## config.mk

```make
export PLATFORM = sky130hd
export DESIGN_NAME = iob_cache_axi_read_responder_flat
export DESIGN_NICKNAME = d
export VERILOG_FILES = /design/src/rtl/iob_cache_axi_read_responder_if.sv /design/src/rtl/iob_cache_axi_read_responder.sv /design/src/flat_wrapper.sv
export SDC_FILE = /design/constraint.sdc
export NUM_CORES = 1
export LEC_CHECK = 0
export CORE_AREA = 2 2 105 107
export DETAILED_ROUTE_END_ITERATION = 10
export DIE_AREA = 0 0 107 109
export PLACE_DENSITY = 0.68
export SYNTH_ARGS = -nofsm -noshare
export SYNTH_HDL_FRONTEND = slang
export SYNTH_SLANG_ARGS = --single-unit
```

## constraint.sdc

```tcl
create_clock -name clk_i -period 6.35 [get_ports clk_i]
set_clock_uncertainty 0.15 [all_clocks]
set_input_delay 0.635 -clock clk_i [delete_from_list [all_inputs] [get_ports clk_i]]
set_output_delay 0.635 -clock clk_i [all_outputs]
set_load 0.02 [all_outputs]
```

## src/rtl/iob_cache_axi_read_responder_if.sv

```systemverilog
// AXI4 read address / read data channel bundle between a read master and
// the read responder in front of the backing RAM.
interface iob_cache_axi_read_responder_if #(
    parameter int ID_W   = 1,
    parameter int LEN_W  = 8,
    parameter int ADDR_W = 24,
    parameter int DATA_W = 32
);
    logic [ID_W-1:0]   arid;
    logic [ADDR_W-1:0] araddr;
    logic [LEN_W-1:0]  arlen;
    logic [2:0]        arsize;
    logic [1:0]        arburst;
    logic              arvalid;
    logic              arready;
    logic [ID_W-1:0]   rid;
    logic [DATA_W-1:0] rdata;
    logic [1:0]        rresp;
    logic              rlast;
    logic              rvalid;
    logic              rready;

    modport master (
        output arid, araddr, arlen, arsize, arburst, arvalid, rready,
        input  arready, rid, rdata, rresp, rlast, rvalid
    );

    modport slave (
        input  arid, araddr, arlen, arsize, arburst, arvalid, rready,
        output arready, rid, rdata, rresp, rlast, rvalid
    );
endinterface

```

## src/rtl/iob_cache_axi_read_responder.sv

```systemverilog
// AXI4 read responder: accepts one AR burst at a time and streams arlen+1
// R beats out of a single-port synchronous RAM with one cycle read latency.
module iob_cache_axi_read_responder #(
    parameter int AXI_ID_W   = 1,
    parameter int AXI_LEN_W  = 8,
    parameter int AXI_ADDR_W = 24,
    parameter int AXI_DATA_W = 32,
    parameter int MEM_ADDR_W = 10
) (
    input  logic                  clk_i,
    input  logic                  reset,
    iob_cache_axi_read_responder_if.slave axi,
    output logic                  mem_en_o,
    output logic [MEM_ADDR_W-1:0] mem_addr_o,
    input  logic [AXI_DATA_W-1:0] mem_rdata_i
);

    localparam int NBYTES_W = $clog2(AXI_DATA_W / 8);
    localparam int RANGE_W  = MEM_ADDR_W + NBYTES_W;
    localparam logic [2:0] SIZE_CODE = 3'(NBYTES_W);
    localparam logic [AXI_ADDR_W-1:0] BEAT_BYTES = AXI_ADDR_W'(1) << NBYTES_W;

    typedef enum logic [1:0] {IDLE, FETCH, DATA} state_t;

    state_t                state;
    logic [AXI_ID_W-1:0]   id_q;
    logic [AXI_ADDR_W-1:0] addr_q;
    logic [AXI_LEN_W-1:0]  len_q;
    logic [AXI_LEN_W-1:0]  beat_cnt;
    logic                  err_cfg;
    logic                  incr_q;
    logic                  beat_err;
    logic                  arready_q;
    logic                  rvalid_q;
    logic                  rlast_q;
    logic [1:0]            rresp_q;
    logic [AXI_ID_W-1:0]   rid_q;
    logic                  mem_en_q;
    logic [MEM_ADDR_W-1:0] mem_addr_q;

    logic                  accept;
    logic                  req_err_cfg;
    logic [AXI_ADDR_W-1:0] next_addr;
    logic [AXI_ADDR_W-1:0] fetch_addr;
    logic                  fetch_err;

    // The RAM read for a beat is launched on the same edge that enters FETCH,
    // so the address and its range check are worked out one cycle ahead.
    always_comb begin
        accept      = axi.arvalid & arready_q;
        req_err_cfg = (axi.arsize != SIZE_CODE) | axi.arburst[1];
        next_addr   = incr_q ? addr_q + BEAT_BYTES : addr_q;
        fetch_addr  = next_addr;
        fetch_err   = err_cfg;
        if (state == IDLE) begin
            fetch_addr = axi.araddr;
            fetch_err  = req_err_cfg;
        end
        fetch_err = fetch_err | ((fetch_addr >> RANGE_W) != '0);
    end

    always_ff @(posedge clk_i) begin
        if (reset) begin
            state      <= IDLE;
            id_q       <= '0;
            addr_q     <= '0;
            len_q      <= '0;
            beat_cnt   <= '0;
            err_cfg    <= 1'b0;
            incr_q     <= 1'b0;
            beat_err   <= 1'b0;
            arready_q  <= 1'b1;
            rvalid_q   <= 1'b0;
            rlast_q    <= 1'b0;
            rresp_q    <= 2'b00;
            rid_q      <= '0;
            mem_en_q   <= 1'b0;
            mem_addr_q <= '0;
        end else begin
            case (state)
                IDLE: begin
                    if (accept) begin
                        id_q      <= axi.arid;
                        rid_q     <= axi.arid;
                        addr_q    <= axi.araddr;
                        len_q     <= axi.arlen;
                        err_cfg   <= req_err_cfg;
                        incr_q    <= (axi.arburst == 2'b01);
                        beat_cnt  <= '0;
                        beat_err  <= fetch_err;
                        mem_en_q  <= ~fetch_err;
                        if (!fetch_err) mem_addr_q <= fetch_addr[NBYTES_W +: MEM_ADDR_W];
                        arready_q <= 1'b0;
                        state     <= FETCH;
                    end
                end
                FETCH: begin
                    mem_en_q <= 1'b0;
                    rvalid_q <= 1'b1;
                    rid_q    <= id_q;
                    rlast_q  <= (beat_cnt == len_q);
                    rresp_q  <= beat_err ? 2'b10 : 2'b00;
                    state    <= DATA;
                end
                DATA: begin
                    if (axi.rready) begin
                        rvalid_q <= 1'b0;
                        rlast_q  <= 1'b0;
                        rresp_q  <= 2'b00;
                        if (rlast_q) begin
                            arready_q <= 1'b1;
                            state     <= IDLE;
                        end else begin
                            beat_cnt <= beat_cnt + AXI_LEN_W'(1);
                            addr_q   <= next_addr;
                            beat_err <= fetch_err;
                            mem_en_q <= ~fetch_err;
                            if (!fetch_err) mem_addr_q <= fetch_addr[NBYTES_W +: MEM_ADDR_W];
                            state    <= FETCH;
                        end
                    end
                end
                default: state <= IDLE;
            endcase
        end
    end

    // RAM output is held while mem_en is low, so forwarding it keeps rdata stable under stall.
    assign axi.rdata   = (rvalid_q & ~beat_err) ? mem_rdata_i : '0;
    assign axi.arready = arready_q;
    assign axi.rvalid  = rvalid_q;
    assign axi.rlast   = rlast_q;
    assign axi.rresp   = rresp_q;
    assign axi.rid     = rid_q;
    assign mem_en_o    = mem_en_q;
    assign mem_addr_o  = mem_addr_q;

endmodule

```

## src/flat_wrapper.sv

```systemverilog
// flat-port wrapper written by rule: the top's interface ports become plain ports
module iob_cache_axi_read_responder_flat 
#(
    parameter int AXI_ID_W   = 1,
    parameter int AXI_LEN_W  = 8,
    parameter int AXI_ADDR_W = 24,
    parameter int AXI_DATA_W = 32,
    parameter int MEM_ADDR_W = 10
)
  (clk_i, reset, mem_en_o, mem_addr_o, mem_rdata_i, axi_arid, axi_araddr, axi_arlen, axi_arsize, axi_arburst, axi_arvalid, axi_rready, axi_arready, axi_rid, axi_rdata, axi_rresp, axi_rlast, axi_rvalid);
  iob_cache_axi_read_responder_if #(.ID_W(1), .LEN_W(8), .ADDR_W(24), .DATA_W(32)) axi_i ();
  input  logic clk_i;
  input  logic reset;
  output logic mem_en_o;
  output logic [MEM_ADDR_W-1:0] mem_addr_o;
  input  logic [AXI_DATA_W-1:0] mem_rdata_i;
  input wire logic [$bits(axi_i.arid)-1:0] axi_arid;
  input wire logic [$bits(axi_i.araddr)-1:0] axi_araddr;
  input wire logic [$bits(axi_i.arlen)-1:0] axi_arlen;
  input wire logic [$bits(axi_i.arsize)-1:0] axi_arsize;
  input wire logic [$bits(axi_i.arburst)-1:0] axi_arburst;
  input wire logic [$bits(axi_i.arvalid)-1:0] axi_arvalid;
  input wire logic [$bits(axi_i.rready)-1:0] axi_rready;
  output wire logic [$bits(axi_i.arready)-1:0] axi_arready;
  output wire logic [$bits(axi_i.rid)-1:0] axi_rid;
  output wire logic [$bits(axi_i.rdata)-1:0] axi_rdata;
  output wire logic [$bits(axi_i.rresp)-1:0] axi_rresp;
  output wire logic [$bits(axi_i.rlast)-1:0] axi_rlast;
  output wire logic [$bits(axi_i.rvalid)-1:0] axi_rvalid;
  assign axi_i.arid = axi_arid;
  assign axi_i.araddr = axi_araddr;
  assign axi_i.arlen = axi_arlen;
  assign axi_i.arsize = axi_arsize;
  assign axi_i.arburst = axi_arburst;
  assign axi_i.arvalid = axi_arvalid;
  assign axi_i.rready = axi_rready;
  assign axi_arready = axi_i.arready;
  assign axi_rid = axi_i.rid;
  assign axi_rdata = axi_i.rdata;
  assign axi_rresp = axi_i.rresp;
  assign axi_rlast = axi_i.rlast;
  assign axi_rvalid = axi_i.rvalid;
  iob_cache_axi_read_responder #(.AXI_ID_W(AXI_ID_W), .AXI_LEN_W(AXI_LEN_W), .AXI_ADDR_W(AXI_ADDR_W), .AXI_DATA_W(AXI_DATA_W), .MEM_ADDR_W(MEM_ADDR_W)) u_core (.clk_i(clk_i), .reset(reset), .axi(axi_i), .mem_en_o(mem_en_o), .mem_addr_o(mem_addr_o), .mem_rdata_i(mem_rdata_i));
endmodule
```

==> results.toml <==
[clocking]
cts_max_level = 3
cts_setup_buffers = 0
cts.sinks = 60
cts.clk_slew.worst_paths_ns = 0.08
hold_buffers = 0
tritoncts = "done"
ctsResizeCount = 0
root_buffer = "clkbuf_8"
clockBufferDepth = 2
cts_inserted_buffers = 9
clock_latency_ns = 0.36

[hold_path]
hold_class = "reg -> reg"
min-delay-start = "u_core.id_q"

[power_and_ir_drop]
combinationalPowerShare = 0.276
p_switching_uw = 384
swShare = 0.346
intPower_uw = 725
p_per_area_nw_per_um2 = 202
p_seq_frac = 0.401
total_power_mw = 1.11
leakagePower_nw = 2.00
pwr-share-clk = 0.323
ir_drop_v = 0.000102

[sta]
hold_viol_final = 0
setup_viol = 0
grt_setup_unrepaired = "no"
clock.fmax_mhz = 324
holdWs_ns = 0.311
slew_headroom = 0.385
fin_crit_ns = 3.09
finalMaxSlewViolations = 0
fin_ws_ns = 3.26
fin_crit_sh = 0.486
worstMarginPinSlew_ns = 0.919
setup_tns_ns = 0

[grt]
grt_pass1_wl_um = 19000
grt_pass1_vias = 3827
grt_overflow = 0
antenna_found_initial = 0
grt_max_degree = 57
grt_use_total = 0.203

[setup_path]
criticalPathCategory = "in -> reg"
cpMaxStageDelayCell = "or3_1"
path_cells = "clkdlybuf4s50_1 > nand3b_1 > a21o_1 > or3_1 > and3_1 > a21oi_1 > nand3_1"
r2r-start = "u_core.addr_q[2]"
reg2reg_to = "u_core.mem_addr_o[5]"
slowest_delay_ns = 0.74
cp.depth = 7
endpoint = "u_core.mem_addr_o[5]"
worst_setup_path_start_kind = "input port"
arrival_ns = 3.18
cpLargestDelayFamily = "simple AND/OR/NAND/NOR gates"
crit_required_ns = 6.44
critPathMaxFanout = 17
endpoint_kind = "flip-flop"
cp.buffers_inverters = 1
cp-startpoint = "axi_rready"
r2r_setup_slack_ns = 3.51
r2r_cells = 7

[run]
drv_cap = 0

[floorplan]
num_rows = 38
die_x_um = 107
start_util = 0.387
pin_count = 123
die_height_um = 109
dieArea_um2 = 11700
placeableCoreArea_um2 = 10600

[outcome]
outcome = "completed"

[routing]
num_vias = 4345
wl_per_cell_um = 15.4
route.final.wire_length_um = 12000
drt_iter0_markers = 221
dr.pass1.iters = 4
drtAntennaViolNets = 0
drc_errors = 0
vias_per_cell = 5.58

[synth]
synth_ff_type = "dfxtp_1"
avgSynthCellArea_um2 = 7.55
yosys_warnings = 0
ys_seq_area_frac = 0.293
syn_area_um2 = 4100
synth_top_cell_area_share = 0.293
synth_edf_count = 0
yosysTopAreaCell = "dfxtp_1"
syn_nets = 619
ys_seq_elements = 60
synthCells = 543
synth_cell_type_count = 61
ys_async_sr_fraction = 0
synth.area.top_cells = "dfxtp_1, and2_1, nor2_1, a21oi_1, nand2_1"

[cells_and_area]
syn2layout_area_growth_pct = 33.8
antenna_cells = 0
drive_above_1_share = 0.0704
nets = 710

[placed_design]
globalplace.congestion = 0.862
pre_cts_slack_ns = 2.94
io_buffers = 119
dp_hpwl_um = 8700
## cell usage in the layout (no fill, tap or decap), types with 3 or more instances in the layout
cell             netlist  routed
a21o_1                 3       3
xor2_1                16      16
and4_1                 6       6
nor3_1                 9       9
clkbuf_8               0       9
o31ai_1                8       8
nand4_1               15      15
clkdlybuf4s50_1        0     118
nand2_1               54      54
nand3b_1               3       3
nor2_1                57      57
a31oi_1                5       5
xnor2_1                8       8
nor4_1                 9       9
inv_1                  6       6
nand3_1               27      27
a211oi_1              15      15
a22oi_1                9       9
and3_1                16      16
nand4_2                4       4
a21oi_1               42      41
nand2b_1               6       6
buf_4                  5       5
o21ai_0               37      37
a2111oi_2              4       4
and2_1                35      35
dfxtp_1               60      60
mux2i_1                4       4
## cell families (layout without fill, tap and decap cells)
logic type,after synthesis,in the layout,share of synthesized area
buffers and inverters,50,146,0.0577
AO/OA/AOI/OAI,148,148,0.250
XOR/XNOR,24,24,0.0513
AND/OR/NAND/NOR,253,253,0.328
flip-flops,60,60,0.293
multiplexers,5,5,0.0125
other,1,1,0.000915
adder cells (fa/ha/maj),2,2,0.00610
## worst register-to-register path, delay by kind of cell, from the launching register on
family,cells,cell delay [ns]
flops,1,0.42
simple gates,3,0.87
fa+ha+maj,1,0.27
compound gates,3,1.08
## layout make-up
cell class | instances | area [um^2]
Clock buffer | 9 | 124
Clock inverter | 7 | 75.1
Fill cell | 1023 | 5110
Inverter | 6 | 22.5
Multi-Input combinational cell | 433 | 2670
Sequential cell | 60 | 1200
Tap cell | 140 | 175
Timing Repair Buffer | 124 | 1220
## synthesized netlist by cell type, types with 2 or more instances
library cell  number
o21ai_0           37
nand4_1           15
nand4_2            4
xnor2_1            8
o31ai_1            8
mux2i_1            4
a2111oi_4          2
a22oi_1            9
a311oi_1           2
inv_1              6
buf_2              6
a211oi_1          15
buf_6              3
a2111oi_2          4
a32oi_1            2
buf_4              5
ha_1               2
dfxtp_1           60
clkbuf_1          30
nor3_1             9
o41ai_1            2
xor2_1            16
nand3b_1           3
nor2b_1            2
nor2_1            57
and2_1            35
a21o_1             3
o22ai_1            2
nor4_1             9
and4_1             6
a21oi_1           42
o21a_1             2
a31oi_1            5
nand2_1           54
nand3_1           27
and3_1            16
or3_1              2
nand2b_1           6
## flip-flops by register name, summed over array words and instances (netlist names)
signal and count:
u_core.axi.rvalid 1, u_core.state 2, u_core.beat_err 1, u_core.beat_cnt 8, u_core.axi.rid 1, u_core.err_cfg 1
u_core.id_q 1, u_core.len_q 8, u_core.mem_addr_o 10, u_core.incr_q 1, u_core.addr_q 22, u_core.axi.rresp 1
u_core.mem_en_o 1, u_core.axi.arready 1, u_core.axi.rlast 1
## power by group through the flow
| stage | Clock [mW] | Combinational [mW] | Sequential [mW] |
|---|---|---|---|
| global placement | 0 | 0.298 | 0.451 |
| detailed placement | 0 | 0.303 | 0.452 |
| global route | 0.382 | 0.334 | 0.449 |
| CTS | 0.363 | 0.305 | 0.444 |
| floorplan | 0 | 0.198 | 0.440 |
| finish | 0.358 | 0.306 | 0.444 |
## per-stage QoR
stage               std cells  cell area [um^2]   util
global placement          763              5290  0.499
floorplan                 543              4100      -
CTS                       779              5490  0.518
finish                    779              5490  0.518
global route              779              5490  0.518
detailed placement        763              5290  0.499
## metal layers
metal	routed length [um]	GRT usage
met1	5270	0.250
met2	5490	0.347
met3	1070	0.0556
met4	137	0.0622
met5	0	0
## worst min-delay path by stage
stage,slack [ns],endpoint,depth (start not counted)
2_1_floorplan,0.29,u_core.id_q,2
3_3_place_gp,0.29,u_core.id_q,2
3_5_place_dp,0.30,u_core.id_q,2
4_1_cts,0.31,u_core.id_q,2
5_1_grt,0.33,u_core.id_q,2
6_report,0.31,u_core.id_q,2
Note: power is estimated with default switching activity, not from simulation.
